==> config.mk <==
export PLATFORM = sky130hd
export DESIGN_NAME = serial_adder
export DESIGN_NICKNAME = d
export VERILOG_FILES = /design/src/rtl/serial_adder.sv
export SDC_FILE = /design/constraint.sdc
export NUM_CORES = 1
export LEC_CHECK = 0
export CAP_MARGIN = 30
export CORE_MARGIN = 10
export CORE_UTILIZATION = 35
export DETAILED_ROUTE_END_ITERATION = 10
export PLACE_DENSITY = 0.68
export SYNTH_ARGS = -nofsm -noshare
export SYNTH_HDL_FRONTEND = slang
export SYNTH_SLANG_ARGS = --single-unit
==> constraint.sdc <==
create_clock -name clk -period 1.2 [get_ports clk]
set_input_delay 0.12 -clock clk [delete_from_list [all_inputs] [get_ports clk]]
set_output_delay 0.12 -clock clk [all_outputs]
set_load 0.02 [all_outputs]
==> src/rtl/serial_adder.sv <==
// Bit-serial WIDTH-bit adder: one full-adder slice per clock, LSB first, carry kept in a flip-flop.
// Define SERIAL_ADDER_OVF_EN to add the signed-overflow output ovf.

module fulladder (
  input  logic x,
  input  logic y,
  input  logic z,
  output logic s,
  output logic c
);
  assign s = x ^ y ^ z;
  assign c = (x & y) | (z & (x ^ y));
endmodule

module serial_adder #(
  parameter int WIDTH = 8
) (
  input  logic             clk,
  input  logic             rst_n,
  input  logic             start,
  input  logic [WIDTH-1:0] a,
  input  logic [WIDTH-1:0] b,
  input  logic             cin,
  output logic             busy,
  output logic             done,
  output logic [WIDTH-1:0] sum,
  output logic             cout
`ifdef SERIAL_ADDER_OVF_EN
  ,
  output logic             ovf
`endif
);

  localparam int            CW   = $clog2(WIDTH + 1);
  localparam logic [CW-1:0] LAST = CW'(WIDTH - 1);

  typedef enum logic [1:0] {IDLE, RUN, DONE} state_t;

  state_t           state;
  state_t           state_next;
  logic [WIDTH-1:0] a_sh;
  logic [WIDTH-1:0] b_sh;
  logic [WIDTH-1:0] sum_next;
  logic [CW-1:0]    bit_cnt;
  logic             carry;
  logic             last_bit;
  logic             fa_s;
  logic             fa_c;

  fulladder u_fa (
    .x(a_sh[0]),
    .y(b_sh[0]),
    .z(carry),
    .s(fa_s),
    .c(fa_c)
  );

  assign last_bit = (bit_cnt == LAST);

  always_ff @(posedge clk) begin
    if (!rst_n) state <= IDLE;
    else        state <= state_next;
  end

  always_comb begin
    state_next = state;
    busy       = 1'b0;
    done       = 1'b0;
    case (state)
      IDLE: if (start) state_next = RUN;
      RUN: begin
        busy = 1'b1;
        if (last_bit) state_next = DONE;
      end
      DONE: begin
        done       = 1'b1;
        state_next = IDLE;
      end
      default: state_next = IDLE;
    endcase
  end

  // Each new sum bit enters at the MSB so the LSB lands in bit 0 after WIDTH shifts.
  always_comb begin
    sum_next            = sum >> 1;
    sum_next[WIDTH-1]   = fa_s;
  end

  always_ff @(posedge clk) begin
    if (!rst_n) begin
      a_sh    <= '0;
      b_sh    <= '0;
      carry   <= 1'b0;
      bit_cnt <= '0;
      sum     <= '0;
      cout    <= 1'b0;
`ifdef SERIAL_ADDER_OVF_EN
      ovf     <= 1'b0;
`endif
    end else begin
      case (state)
        IDLE: begin
          if (start) begin
            a_sh    <= a;
            b_sh    <= b;
            carry   <= cin;
            bit_cnt <= '0;
            sum     <= '0;
            cout    <= 1'b0;
`ifdef SERIAL_ADDER_OVF_EN
            ovf     <= 1'b0;
`endif
          end
        end
        RUN: begin
          a_sh    <= a_sh >> 1;
          b_sh    <= b_sh >> 1;
          sum     <= sum_next;
          carry   <= fa_c;
          bit_cnt <= bit_cnt + CW'(1);
          if (last_bit) begin
            cout <= fa_c;
`ifdef SERIAL_ADDER_OVF_EN
            // carry still holds the carry into the MSB on the last slice
            ovf  <= carry ^ fa_c;
`endif
          end
        end
        default: ;
      endcase
    end
  end

endmodule
==> metrics <==
Final Hold Slack between 0.3 and 0.4 ns; via/cell ratio approximately 5; critical-path maximum fanout 7; ys flop type dfxtp_1; Setup WS pre-CTS -0.241 ns; R2R Setup Slk -0.01 ns; largest net degree at the start of global routing 19; via count 1289; Detailed Route WL 3620 um; placed cells ~240; Yosys cell types 33; largest stage delay on the critical path 0.36 ns; crit path time final 1.21 ns; WL met1 1560 um; hold path startpoint b[2]; non-filler cells, final between 200 and 300; hpwl dp 2400 um; # hold bufs at CTS 0; worst clock skew 0.00900 ns; Root Driver clkbuf_8; drt pass-1 iters 4; vias in the first global route 1311; first-pass GRT wire length 5630 um; largest cells by area after synthesis dfxtp_1 47%, a21oi_1 10%, nand2_1 4.9%, o21ai_0 4.8%, a22oi_1 4.4%; dpl cell area 1780 um2; CTS max path bufs 2; failing checks negative setup slack; Worst Setup SP state[0]; height of the die 82.5 um; final hold vios 0; met2 WL 1900 um; Synth Register Bits 32; Cell Rows 22; status finished, violations left; FF-to-FF Start state[0]; PortBufs 30; register area share after synthesis around 47%; Mapped Area between 1000 and 1500 um2; GPL Wtd Cong 0.770; total power 2.39 mW; Die ar. between 6000 and 7000 um2; CP max-delay cell dfxtp_4; leak pwr 0.858 nW; syn_nets 179; Worst Setup EP bit_cnt[3]; upper clock frequency limit between 0.8 and 0.9 GHz; Req. time, crit path 1.41 ns; layout cells sized above 1 31.2%; max layer used met4; Post-synth EDFFs 0; Overflow after GRT 0; data arrival time of the critical path 1.42 ns; fin worst setup slack -0.0112 ns; First DRT Iteration DRCs 86; clock slew at reported path FFs 0.07 ns; Peak VDD IR 0.687 mV; Core ar. 3720 um2; worst slew pin tran approximately 0.37 ns; Reg2Reg Depth 5; synthesized area per cell around 8.7 um2; post-synth top area share 46.9%; Final Instance Area 2120 um2; final setup fails 4; total CTS buffers 5; IO Count 31; Clock Sinks 32; ys async rst share 0%; Final ANT Viol Nets 0; Mapped Cells 157; Filler cells 328; CP top delay family compound AO/OA/AOI/OAI gates; routed length per instance between 10 and 15 um; met3 WL roughly 110 um; Skew-Pair Late Insertion Delay ~0.28 ns; # DRC 0; Cell Chain, Critical Path buf_8 > o21bai_4 > buf_6 > nand2_1 > a31oi_1; CTS tree yes; antenna fix cells 0; initial core utilization 36.7%; worst reg2reg endpoint bit_cnt[3]; Core Util, Final 57.0%; setup TNS -0.0317 ns; max_slew headroom 75.0%; Yosys warning count 0; Post-synth top cells 32 x dfxtp_1, 28 x a21oi_1, 18 x nand2_1, 13 x o21ai_0, 11 x nor2_1; count leader, synth dfxtp_1; Syn-to-layout area delta 55.1%; Die Wd 82.5 um; Setup crit start kind register; maxcap violations 0; CP Buf/Inv Count 2; Hold WC Path Type input port to register; htree depth 2; Nets 227; CP endpoint kind register; cell taking the most area after synthesis dfxtp_1; Global Route Usage Sum 10.7%; critical path class register to register; cell count along the critical path 5; unrepaired setup endpoints after global routing true; PwrDens 1130 nW/um2; max-slew violations 0; initial antenna violation count 0; fin crit share 101%
==> tightest hold or removal path: cells and delay by family <==
kind / cells / cell delay (ns)
compound gates: 1 / 0.05
buf+inv: 1 / 0.39
simple gates: 1 / 0.05
==> worst min path at each step <==
stage,endpoint,slack (ns),cells past startpoint
finish,b_sh[2],0.39,3
detailed placement,cout,0.48,2
global route,b_sh[2],0.39,3
global placement,cout,0.48,2
floorplan,b_sh[1],0.25,2
CTS,b_sh[2],0.38,3
==> layer usage <==
| metal | up-vias | global-route usage [%] |
|---|---|---|
| met5 | - | 0 |
| li1 | 653 | - |
| met4 | 0 | 5.27 |
| met1 | 610 | 10.9 |
| met3 | 5 | 3.13 |
| met2 | 21 | 19.3 |
==> placed cells by master (no fill, tap or decap), types with 2 or more instances in the layout <==
cell type	count
dfxtp_1	29
nor2_1	11
a22oi_1	6
dlygate4sd2_1	9
a22oi_2	2
inv_1	5
nor2b_1	3
a221oi_2	3
clkbuf_8	5
a21oi_1	10
o21bai_4	2
a32o_1	2
buf_4	5
a21oi_2	17
buf_6	11
buf_12	2
o21ai_0	11
nand2_1	18
buf_8	3
nand3_1	3
a22o_1	2
clkdlybuf4s50_1	18
dfxtp_2	2
o21ai_1	2
==> registers in the layout, indices dropped and copies added, names as in the netlist <==
register / count
b_sh: 8
state: 2
a_sh: 8
cout: 1
bit_cnt: 4
carry: 1
sum: 8
==> area by class of cell <==
type | instances | area (um2) | area share [%]
sequential | 32 | 647 | 30.6
clock buffer | 6 | 72.6 | 3.43
multi-input combinational | 108 | 767 | 36.2
timing repair buffer | 51 | 534 | 25.2
tap | 48 | 60.1 | 2.84
inverter | 7 | 31.3 | 1.48
clock inverter | 1 | 5.00 | 0.236
==> cell families (layout without fill, tap and decap cells) <==
family                   Yosys count  after routing  share of synthesized area (%)
AO/OA/AOI/OAI                     63             64                           28.9
AND/OR/NAND/NOR                   42             42                           14.1
flip-flops                        32             32                           46.9
adder cells (fa/ha/maj)            2              2                           2.38
buffers and inverters             18             65                           7.70
==> power breakdown <==
| group | switching [mW] | leakage, nW | internal (mW) |
|---|---|---|---|
| Combinational | 0.223 | 0.553 | 0.253 |
| Clock | 0.361 | 0.0410 | 0.393 |
| Sequential | 0.0406 | 0.264 | 1.12 |
| Total | 0.625 | 0.858 | 1.77 |
==> timing repair <==
| item | in CTS | in global routing |
|---|---|---|
| gates resized for setup | 31 | 40 |
| setup buffers | 2 | 2 |
| cloned | 0 | 3 |
| pin swaps | 3 | 20 |
| setup endpoints to repair | 29 | 27 |
Power figures use the tool's default switching activity.
